## config.mk

```make
export PLATFORM = sky130hd
export DESIGN_NAME = rf_writeback_arbiter
export DESIGN_NICKNAME = d
export VERILOG_FILES = /design/src/rtl/rf_writeback_arbiter.sv
export SDC_FILE = /design/constraint.sdc
export NUM_CORES = 1
export LEC_CHECK = 0
export BUFFER_PORTS_ARGS = -buffer_cell sky130_fd_sc_hd__buf_2
export CORE_MARGIN = 2
export CORE_UTILIZATION = 43
export CTS_CLUSTER_DIAMETER = 100
export DETAILED_ROUTE_END_ITERATION = 8
export GPL_TIMING_DRIVEN = 0
export PLACE_DENSITY = 0.72
export RECOVER_POWER = 100
export SLEW_MARGIN = 25
export SYNTH_ARGS = -nofsm -noshare
export SYNTH_HDL_FRONTEND = slang
export SYNTH_SLANG_ARGS = --single-unit
```

## constraint.sdc

```tcl
create_clock -name CLK -period 6.42 [get_ports CLK]
set_input_delay 0.963 -clock CLK [delete_from_list [all_inputs] [get_ports CLK]]
set_output_delay 0.963 -clock CLK [all_outputs]
set_load 0.01 [all_outputs]
```

## src/rtl/rf_writeback_arbiter.sv

```systemverilog
// -----------------------------------------------------------------------------
// rf_writeback_arbiter
//
// Drives the single write port of the integer register file. It merges two
// writeback sources:
//   - the in-order pipeline writeback, which always wins and is never stalled;
//   - a long-latency unit (divider / FPU integer results), which is accepted
//     through a valid/ready handshake into a small FIFO and drains into the
//     register file on cycles the pipeline leaves free.
// It also keeps a 32-entry busy scoreboard of registers still owed by the
// long-latency unit, and gives decode a hazard stall.
//
// Handshake (lu_valid / lu_ready): a result transfers on every rising edge
// where lu_valid & lu_ready are both high. lu_ready reflects only the
// registered FIFO count, so a pop in the same cycle does not open a slot
// until the following cycle. The producer holds lu_valid, lu_rd and lu_data
// stable until the transfer happens.
//
// Ports:
//   CLK, nRST                      clock, asynchronous active-low reset
//   pipe_wen/pipe_rd/pipe_data     pipeline writeback (priority source)
//   lu_valid/lu_rd/lu_data         long-latency result, with lu_ready back
//   issue_valid/issue_rd           long-latency op dispatched (marks busy)
//   dec_rs1/dec_rs2/dec_rd         decode-stage registers, hazard_stall back
//   rf_wen/rf_rd/rf_w_data         register file write port
//   sb_err                         sticky scoreboard protocol error
// -----------------------------------------------------------------------------
module rf_writeback_arbiter #(
    parameter int FIFO_DEPTH = 4,
    parameter int WORD_W     = 32
) (
    input  logic              CLK,
    input  logic              nRST,
    input  logic              pipe_wen,
    input  logic [4:0]        pipe_rd,
    input  logic [WORD_W-1:0] pipe_data,
    input  logic              lu_valid,
    input  logic [4:0]        lu_rd,
    input  logic [WORD_W-1:0] lu_data,
    output logic              lu_ready,
    input  logic              issue_valid,
    input  logic [4:0]        issue_rd,
    input  logic [4:0]        dec_rs1,
    input  logic [4:0]        dec_rs2,
    input  logic [4:0]        dec_rd,
    output logic              hazard_stall,
    output logic              rf_wen,
    output logic [4:0]        rf_rd,
    output logic [WORD_W-1:0] rf_w_data,
    output logic              sb_err
);

    localparam int PTR_W = $clog2(FIFO_DEPTH);
    localparam int CNT_W = PTR_W + 1;
    localparam logic [CNT_W-1:0] FULL_COUNT = CNT_W'(FIFO_DEPTH);

    // Result buffer
    logic [4:0]        fifo_rd   [FIFO_DEPTH];
    logic [WORD_W-1:0] fifo_data [FIFO_DEPTH];
    logic [PTR_W-1:0]  rd_ptr;
    logic [PTR_W-1:0]  wr_ptr;
    logic [CNT_W-1:0]  count;

    // Scoreboard
    logic [31:0]       busy;
    logic [31:0]       busy_next;
    logic [31:0]       set_vec;
    logic [31:0]       clr_vec;

    logic              fifo_empty;
    logic [4:0]        head_rd;
    logic [WORD_W-1:0] head_data;
    logic              pipe_sel;
    logic              push;
    logic              pop;
    logic              issue_set;
    logic              err_now;

    always_comb begin
        fifo_empty = (count == '0);
        head_rd    = fifo_rd[rd_ptr];
        head_data  = fifo_data[rd_ptr];

        // A pipeline write to x0 is not a real write and must not block a pop.
        pipe_sel   = pipe_wen && (pipe_rd != 5'd0);
        pop        = !pipe_sel && !fifo_empty;

        lu_ready   = (count < FULL_COUNT);
        // x0 results complete the handshake but are dropped.
        push       = lu_valid && lu_ready && (lu_rd != 5'd0);

        issue_set  = issue_valid && (issue_rd != 5'd0);
    end

    // Write-port selection
    always_comb begin
        rf_wen    = 1'b0;
        rf_rd     = 5'd0;
        rf_w_data = '0;
        if (pipe_sel) begin
            rf_wen    = 1'b1;
            rf_rd     = pipe_rd;
            rf_w_data = pipe_data;
        end else if (pop) begin
            rf_wen    = 1'b1;
            rf_rd     = head_rd;
            rf_w_data = head_data;
        end
    end

    // Scoreboard next state: clear first, then set, so a same-cycle set wins.
    always_comb begin
        set_vec      = issue_set ? (32'd1 << issue_rd) : 32'd0;
        clr_vec      = pop ? (32'd1 << head_rd) : 32'd0;
        busy_next    = (busy & ~clr_vec) | set_vec;
        busy_next[0] = 1'b0;

        // Re-issuing to a busy register is only legal when that register is
        // being written back (and so freed) in the same cycle.
        err_now = (issue_set && busy[issue_rd] && !(pop && (head_rd == issue_rd)))
                || (pop && !busy[head_rd]);
    end

    // Registered busy bits only, so the stall drops once the data is in the file.
    always_comb begin
        hazard_stall = busy[dec_rs1] | busy[dec_rs2] | busy[dec_rd];
    end

    // Buffer storage is not reset; occupancy is tracked by count alone.
    always_ff @(posedge CLK) begin
        if (push) begin
            fifo_rd[wr_ptr]   <= lu_rd;
            fifo_data[wr_ptr] <= lu_data;
        end
    end

    always_ff @(posedge CLK or negedge nRST) begin
        if (!nRST) begin
            rd_ptr <= '0;
            wr_ptr <= '0;
            count  <= '0;
            busy   <= 32'd0;
            sb_err <= 1'b0;
        end else begin
            // Depth is a power of two, so pointers wrap by plain overflow.
            if (push) wr_ptr <= wr_ptr + PTR_W'(1);
            if (pop)  rd_ptr <= rd_ptr + PTR_W'(1);
            case ({push, pop})
                2'b10:   count <= count + CNT_W'(1);
                2'b01:   count <= count - CNT_W'(1);
                default: count <= count;
            endcase
            busy   <= busy_next;
            sb_err <= sb_err | err_now;
        end
    end

endmodule

```

==> results of run 1 <==
[cells in the mapped netlist (2+ instances only)]
cell,instances
xor2_1,4
and2_1,5
clkbuf_1,26
mux2_2,7
nor2b_1,3
nand3_1,7
nand2b_1,6
or2_2,5
buf_2,2
nand2_1,16
buf_6,2
buf_4,2
inv_1,9
a2111oi_0,2
nor3_1,6
buf_1,6
mux2i_1,22
mux4_2,72
or3_1,5
o21ai_0,66
nor2_1,3
dfrtp_1,39
nand4b_1,2
a211oi_1,3
edfxtp_1,148
or4_1,3
ha_1,5
nand3b_1,5
a22o_1,37
xnor2_1,6
[metrics by stage]
step / setup WS (ps) / cells / utilization (%) / hold slack [ps]
global placement: 1800 / 939 / 48.7 / 485
finish: 1720 / 975 / 51.2 / 511
global route: 1550 / 975 / 51.2 / 520
CTS: 1770 / 975 / 52.0 / 511
floorplan: 2760 / 540 / - / 469
detailed placement: 1770 / 943 / 49.1 / 497
[final timing paths]
kind / slack [ps] / cells past startpoint / to
max in group asynchronous: 3990 / 1 / sb_err$_DFF_PN0_
max: 1720 / 7 / rf_w_data[17]
min: 510 / 1 / count[0]$_DFFE_PN0P_
max reg2reg: 3000 / 4 / fifo_data[3][21]$_DFFE_PP_
min reg2reg: 510 / 1 / count[0]$_DFFE_PN0P_
min in group asynchronous: 1170 / 1 / count[1]$_DFFE_PN0P_
[area by class of cell]
| type | instances | area share, % |
|---|---|---|
| Buffer | 38 | 1.54 |
| Clock buffer | 17 | 4.09 |
| Clock inverter | 15 | 1.57 |
| Inverter | 9 | 0.325 |
| Multi-Input combinational cell | 306 | 31.6 |
| Sequential cell | 187 | 52.2 |
| Tap cell | 270 | 3.25 |
| Timing Repair Buffer | 133 | 5.42 |
[report_power, final]
group	internal (W)	switching (W)
registers	0.00157	0.000246
logic	0.000753	0.000807
clock network	0.000549	0.000473
[kinds of logic after synthesis]
logic type | Yosys count | synth area share [%]
DFF | 187 | 60.8
xor gates and xnor gates | 10 | 0.983
and+or+nand+nor | 71 | 4.51
buffers and inverters | 47 | 2.26
AOI/OAI and AO/OA | 117 | 8.62
muxes | 102 | 21.9
adders and majority gates | 6 | 0.927
[state kept, by name (all words and copies together) (netlist names)]
signal / flops
sb_err: 1
rd_ptr: 2
count: 3
fifo_data: 128
busy: 31
wr_ptr: 2
fifo_rd: 20
[worst reg2reg max path: stages (launching register included)]
cell and delay [ps]:
dfrtp_1 380, inv_1 120, o311a_1 360, and2_0 930
clkbuf_1 1230
[routing by layer]
metal	global-route usage [%]	vias up	share of wire (%)
met5	0	-	0
met4	7.38	0	2.6
met3	4.51	39	6.9
met2	34.9	250	50
met1	27.6	3031	41
li1	-	2514	-
==> impl_metrics.ini, run 1 <==
[outcome]
status = finished, violations left
violations = capacitance limit, slew limit

[cells_and_area]
fillers = 1767
final_cell_mix = 148 x edfxtp_1, 110 x clkbuf_1, 72 x mux4_2
antenna_cells = 0
final_common_cell = edfxtp_1
seqCellArea_mm2 = 0.00542
final_net_count = 797
syn_to_final_growth_pct = 16.6
final_area_mm2 = 0.0104
drive_gt1_share_pct = 24.5
multi_input_area_mm2 = 0.00329

[logic_synthesis]
synthDistinctLibCells = 46
synth.avg_cell_area_um2 = 16.5
synth_edf_count = 148
synth_area_leaders = edfxtp_1 50%, mux4_2 18%, dfrtp_1 11%, o21ai_0 3.7%, a22o_1 3.6%
synth_cells = 540
yosysWarnings = 0
syn_nets = 645
synth-seq-cells = 187
synthFlopType = edfxtp_1
synth_top_area_cell = edfxtp_1
synth_top_area_share_pct = 49.9
syn_area_mm2 = 0.00891
async_flop_share_pct = 20.9
synth_seq_area_share_pct = 60.8

[worst_setup_path]
cp_cell_sequence = clkbuf_1 > or3_1 > a211oi_1 > clkbuf_1 > clkbuf_1 > a22o_1 > clkbuf_1
worstReg2RegStart = count[2]$_DFFE_PN0P_
cpMaxStageDelayCell = a211oi_1
cp_data_arrival_time_ps = 3740
cp-end-kind = output pin
cp-start-kind = primary input
crit_fanout = 10
cp.buffers_inverters = 4
path_common_cell = clkbuf_1
crit_type = in2out
cp.required_ps = 5460
crit_family = buffers and inverters
max_stage_delay_ps = 840
startpoint = pipe_rd[2]

[pwr]
powerDensity_mw_per_mm2 = 423
peakVddDrop_v = 0.000223
cellLeakagePower_nw = 3.54
design_power_total_w = 0.00440

[place]
dpl-instance-area_mm2 = 0.00998
dpl.hpwl_um = 15800
io_buffer_count = 129
routabilityCongestion = 0.929

[die]
die_h_um = 148
start_util_pct = 43.9
coreArea_mm2 = 0.0203
die-area_mm2 = 0.0219
io_pins = 140
rows = 52
die_width_um = 148

[clocking]
cts-root-buf = clkbuf_16
cts_tree = built
clk_pin_slew_ps = 70
clock_path_buffers = 2
numCtsBuffers = 17
clock_latency_ps = 430
postCtsHoldBufs = 0
clock-sinks = 187
htree_levels = 4
cts_resized = 0
cts_setup_buffers = 0

[routing]
vias = 5834
detail_route.wl_per_cell_um = 22.9
final_antenna_net_count = 0
drt_pass1_iterations = 5
drc = 0
routed_wl_um = 22300
drt_iter0_drc = 368
via_per_inst = 5.98

[timing]
fin_skew_ps = 13.5
fmax_mhz = 213
period_needed_ps = 4700
finalHoldViolations = 0
slew_viol_final = 115
fin_tns_setup_ps = 0
tightest_slew_ps = 2200
rsz0062_at_grt = no
fin_crit_sh_pct = 73.2
max-slew-margin-rel_pct = -46.5
setup_viol = 0

[job]
cap_violations = 4

[global_route]
antenna_found_initial = 0
grt_start_max_net_pins = 40
gr-total-overflow = 0
grt_pass1_wl_um = 34800
track_usage_pct = 21.0
grt_pass1_vias = 6215

[hold_path]
min-delay-start = count[0]$_DFFE_PN0P_
hp-class = reg2reg
Power figures use the tool's default switching activity.
==> inputs of run 2 (changes only) <==
Settings changed: ABC_AREA set to 1, PLACE_DENSITY 0.72 to 0.74.
Clock period 6.42 ns to 4.1 ns, I/O delays scaled along.
==> run 2 against run 1 <==
Net effect: the run still ends with capacitance limit, slew limit left; utilization is 0.35 points lower; critical path depth is 2 lower; synthesized cell count is 93% higher; clock skew is 5.4 ps higher; global-route usage is 2.4 points higher; sequential power is 56% higher; clock power is 66% higher; register-to-register slack worse by 2400 ps; design area is 6.8% higher; final cell count is 53% higher; worst setup slack worse by 1100 ps; combinational power is 97% higher; critical path type is now in2reg; largest cell class unchanged; largest power group is now combinational logic; highest routed layer is now met5.
==> impl_metrics.ini, run 2 <==
[logic_synthesis]
synthFlopType = edfxtp_1
synth-seq-cells = 187
synth_seq_area_share_pct = 56.8
ys_top_cells_by_count = 278 x nand2_1, 148 x edfxtp_1, 112 x nand3_1
synth_top_area_share_pct = 46.6
synth_edf_count = 148
async_flop_share_pct = 20.9
syn_area_mm2 = 0.00954
yosysWarnings = 0
yosysMostFrequentCell = nand2_1
syn_nets = 1149
synth_cells = 1044
synthDistinctLibCells = 33
synth_top_area_cell = edfxtp_1
synth_area_leaders = edfxtp_1 47%, nand2_1 11%, dfrtp_1 10%, nand3_1 5.9%, a21oi_1 5.5%
synth.avg_cell_area_um2 = 9.13

[cells_and_area]
multi_input_area_mm2 = 0.00357
final_net_count = 1306
final_core_util_pct = 50.8
fillers = 2039
final_common_cell = nand2_1
largest_reg_flops = 128
syn_to_final_growth_pct = 16.3
largest-register = fifo_data
drive_gt1_share_pct = 10.9
seqCellArea_mm2 = 0.00542
antenna_cells = 0
stdcell_count = 1494
top_regs = fifo_data: 128 flops, busy: 31 flops, fifo_rd: 20 flops
final_cell_mix = 280 x nand2_1, 148 x edfxtp_1, 113 x clkbuf_1

[worst_setup_path]
reg2regPathDepth = 4
path_common_cell = clkbuf_1
cp-start-kind = primary input
cp-end-kind = flip-flop
crit_type = in2reg
cp_cell_sequence = clkbuf_1 > or3_1 > o311ai_4 > nor2_1 > clkbuf_1
endpoint = fifo_rd[2][2]$_DFFE_PP_
cp_data_arrival_time_ps = 3560
cpMaxStageDelayCell = nor2_1
critical_path_depth = 5
startpoint = lu_rd[2]
cp.required_ps = 4150
worstReg2RegStart = count[2]$_DFFE_PN0P_
crit_family = simple AND/OR/NAND/NOR gates
reg2reg_to = fifo_rd[2][2]$_DFFE_PP_
crit_fanout = 20
max_stage_delay_ps = 1280
cp.buffers_inverters = 2
r2r_setup_slack_ps = 650

[clocking]
clock_path_buffers = 2
clk_pin_slew_ps = 70
cts_tree = built
cts_setup_buffers = 0
cts_resized = 0
postCtsHoldBufs = 0
htree_levels = 4
clock-sinks = 187
clock_latency_ps = 450
numCtsBuffers = 17
cts-root-buf = clkbuf_16

[pwr]
peakVddDrop_v = 0.000403
cellLeakagePower_nw = 4.37
powerDensity_mw_per_mm2 = 686

[routing]
final_antenna_net_count = 0
routed.top_layer = met5
detail_route.wl_per_cell_um = 18.7
vias = 8571
dr_wl_met2_um = 13800
drc = 0
drt_pass1_iterations = 6
drt_iter0_drc = 885
wl_met3_um = 2150
wirelength_met1_um = 10900
routed_wl_um = 28000
via_per_inst = 5.74

[timing]
max-slew-margin-rel_pct = -44.2
fmax_mhz = 285
period_needed_ps = 3510
setup_viol = 0
hold_ws_ps = 428
fin_skew_ps = 18.9
rsz0062_at_grt = no
fin_crit_sh_pct = 85.7
setup_ws_ps = 587
tightest_slew_ps = 2160
finalHoldViolations = 0
fin_tns_setup_ps = 0
slew_viol_final = 96

[die]
rows = 54
coreArea_mm2 = 0.0218
die_h_um = 153
io_pins = 140
die-area_mm2 = 0.0234
die_width_um = 153
start_util_pct = 43.7

[place]
routabilityCongestion = 0.971
io_buffer_count = 134
placed_cells = 1462
dpl.hpwl_um = 19500
place_ws_ps = 944

[outcome]
violations = capacitance limit, slew limit
status = finished, violations left

[global_route]
antenna_found_initial = 1
grt_pass1_vias = 8026
track_usage_pct = 23.4
grt_start_max_net_pins = 40
grt_pass1_wl_um = 42900
gr-total-overflow = 0

[hold_path]
hp-class = in2reg

[job]
cap_violations = 4
[run 2: worst min-delay path by stage]
stage               slack, ps  depth (start not counted)        startpoint                    endpoint
global route              420                          1       lu_data[30]  fifo_data[1][30]$_DFFE_PP_
detailed placement        460                          2  sb_err$_DFF_PN0_            sb_err$_DFF_PN0_
global placement          450                          2  sb_err$_DFF_PN0_            sb_err$_DFF_PN0_
floorplan                 320                          0              nRST          busy[10]$_DFF_PN0_
CTS                       320                          1              nRST       wr_ptr[0]$_DFFE_PN0P_
finish                    430                          1       lu_data[28]  fifo_data[3][28]$_DFFE_PP_
[run 2: cell type report]
class,instances,share of cell area [%]
sequential,187,48.9
multi-input combinational,736,32.2
timing repair buffer,138,5.64
clock buffer,17,3.83
tap,280,3.16
buffer,61,2.54
inverter,60,2.03
clock inverter,15,1.74
[run 2: layer usage]
metal  vias to the layer above  GRT usage [%]
met5                         -              0
met4                         2           10.9
met3                        84           4.11
met2                       457           39.3
met1                      4032           29.6
li1                       3996              -
[run 2: report_power, final]
| group | total (W) | internal, W | switching [W] |
|---|---|---|---|
| Combinational | 0.00308 | 0.000972 | 0.00210 |
| Clock | 0.00169 | 0.000883 | 0.000806 |
| Sequential | 0.00284 | 0.00244 | 0.000401 |
[run 2: logic make-up after synthesis]
| kind of cell | synth area share, % |
|---|---|
| XOR/XNOR | 0.367 |
| flip-flops | 56.8 |
| AO/OA/AOI/OAI | 16.5 |
| buffers and inverters | 5.50 |
| AND/OR/NAND/NOR | 19.9 |
| adder cells (fa/ha/maj) | 0.866 |
[run 2: per-stage QoR]
stage | power [W] | cell area [µm²]
6_report | 0.00761 | 11100
3_5_place_dp | 0.00601 | 10700
5_1_grt | 0.00805 | 11100
4_1_cts | 0.00770 | 11300
3_3_place_gp | 0.00591 | 10600
2_1_floorplan | 0.00482 | 9540
==> inputs of run 3 (changes only) <==
Settings changed: MAX_ROUTING_LAYER set to met4.
==> run 3 against run 2 <==
Net effect: the flow still finishes with violations (capacitance limit, slew limit); design area about the same; register-to-register slack better by 20 ps; wire length increased by 1.1%; combinational power about the same; total power is 0.43% lower.
==> impl_metrics.ini, run 3 (same netlist as run 2, synthesis figures left out) <==
[clocking]
clock_path_buffers = 2
postCtsHoldBufs = 0
clock-sinks = 187
clk_pin_slew_ps = 80
cts_resized = 0
clock_latency_ps = 440
numCtsBuffers = 17
cts-root-buf = clkbuf_16
htree_levels = 4
cts_setup_buffers = 0
cts_tree = built

[worst_setup_path]
crit_fanout = 22
cp.required_ps = 4140
reg2reg_to = fifo_data[3][13]$_DFFE_PP_
cp-end-kind = flip-flop
r2r_setup_slack_ps = 670
cp-start-kind = primary input
reg2regPathDepth = 4
worstReg2RegStart = count[2]$_DFFE_PN0P_
crit_type = in2reg
cp_data_arrival_time_ps = 3510

[die]
die-area_mm2 = 0.0234
start_util_pct = 43.7
die_h_um = 153
rows = 54
die_width_um = 153
io_pins = 140
coreArea_mm2 = 0.0218

[pwr]
combPwrFrac_pct = 40.8
p_seq_share_pct = 37.7
p_clk_share_pct = 21.5
peakVddDrop_v = 0.000340
powerDensity_mw_per_mm2 = 683
internal_power_w = 0.00424
cellLeakagePower_nw = 4.36
design_power_total_w = 0.00758
p_sw_w = 0.00333
swShare_pct = 44.0

[cells_and_area]
syn_to_final_growth_pct = 16.4
fillers = 2025
final_net_count = 1308
top_regs = fifo_data: 128 flops, busy: 31 flops, fifo_rd: 20 flops
final_core_util_pct = 50.9
final_area_mm2 = 0.0111
antenna_cells = 0
final_cell_mix = 280 x nand2_1, 148 x edfxtp_1, 120 x clkbuf_1
largest_reg_flops = 128
largest-register = fifo_data
final_common_cell = nand2_1
drive_gt1_share_pct = 10.5

[hold_path]
min-delay-start = lu_data[18]
hp-class = in2reg
hold_path_depth = 1
hold-path-endpoint = fifo_data[2][18]$_DFFE_PP_

[routing]
vias = 8395
drt_pass1_iterations = 5
wirelength_met1_um = 11100
routed_wl_um = 28300
drt_iter0_drc = 628
dr_wl_met2_um = 13900
via_per_inst = 5.61
routed.top_layer = met4
detail_route.wl_per_cell_um = 18.9
final_antenna_net_count = 0
wl_met3_um = 2280
drc = 0

[job]
cap_violations = 3

[place]
dpl.hpwl_um = 19500
place_ws_ps = 993
routabilityCongestion = 0.975
io_buffer_count = 134
dpl-instance-area_mm2 = 0.0107

[timing]
setup_ws_ps = 634
fmax_mhz = 289
finalHoldViolations = 0
slew_viol_final = 74
fin_tns_setup_ps = 0
tightest_slew_ps = 2180
fin_skew_ps = 12.1
rsz0062_at_grt = no
period_needed_ps = 3470
setup_viol = 0
max-slew-margin-rel_pct = -45.2
fin_crit_sh_pct = 84.5

[outcome]
status = finished, violations left
violations = capacitance limit, slew limit

[global_route]
antenna_found_initial = 0
grt_pass1_wl_um = 43900
grt_pass1_vias = 8149
gr-total-overflow = 0
grt_start_max_net_pins = 40
track_usage_pct = 24.8
-- run 3: cell types whose count changed in the layout (fill, tap and decap cells not counted), sizes merged --
cell    delta
buf        -5
clkbuf     +7
inv        +1
bufinv     -1
-- run 3: worst max path at each step --
stage / start / to
floorplan: lu_rd[3] / fifo_data[0][0]$_DFFE_PP_
global placement: lu_rd[2] / fifo_data[2][2]$_DFFE_PP_
detailed placement: pipe_wen / rf_w_data[30]
CTS: rd_ptr[0]$_DFFE_PN0P_ / rf_w_data[8]
global route: lu_rd[2] / fifo_data[3][7]$_DFFE_PP_
finish: lu_rd[2] / fifo_data[3][13]$_DFFE_PP_
-- run 3: routing by layer --
layer | vias up | track usage [%]
li1 | 3993 | -
met1 | 3894 | 30.3
met2 | 431 | 40.4
met3 | 77 | 3.97
met4 | 0 | 12.1
met5 | - | -
-- run 3: area by class of cell --
| cell class | instances | area, µm² | area share [%] |
|---|---|---|---|
| repair buffers | 140 | 651 | 5.86 |
| clock inverters | 15 | 169 | 1.52 |
| multi-input cells | 736 | 3580 | 32.2 |
| flip-flops and latches | 187 | 5420 | 48.8 |
| clock buffers | 17 | 425 | 3.83 |
| inverters | 60 | 225 | 2.03 |
| well taps | 280 | 350 | 3.16 |
| plain buffers | 61 | 283 | 2.55 |
-- run 3: metrics by stage --
step,hold slack (ps),cells
CTS,306,1496
floorplan,319,1044
global placement,456,1458
global route,425,1496
detailed placement,474,1464
finish,430,1496
-- run 3: critical path, stage by stage --
cell and delay, ps:
clkbuf_1 220, or3_1 200, o311ai_4 150, nor2_1 1160
clkbuf_1 1150
-- run 3: power by group through the flow --
stage	Sequential, W	Combinational [W]	Clock (W)
finish	0.00286	0.00309	0.00163
global route	0.00288	0.00344	0.00171
CTS	0.00283	0.00322	0.00163
detailed placement	0.00287	0.00319	0
global placement	0.00288	0.00305	0
floorplan	0.00267	0.00216	0
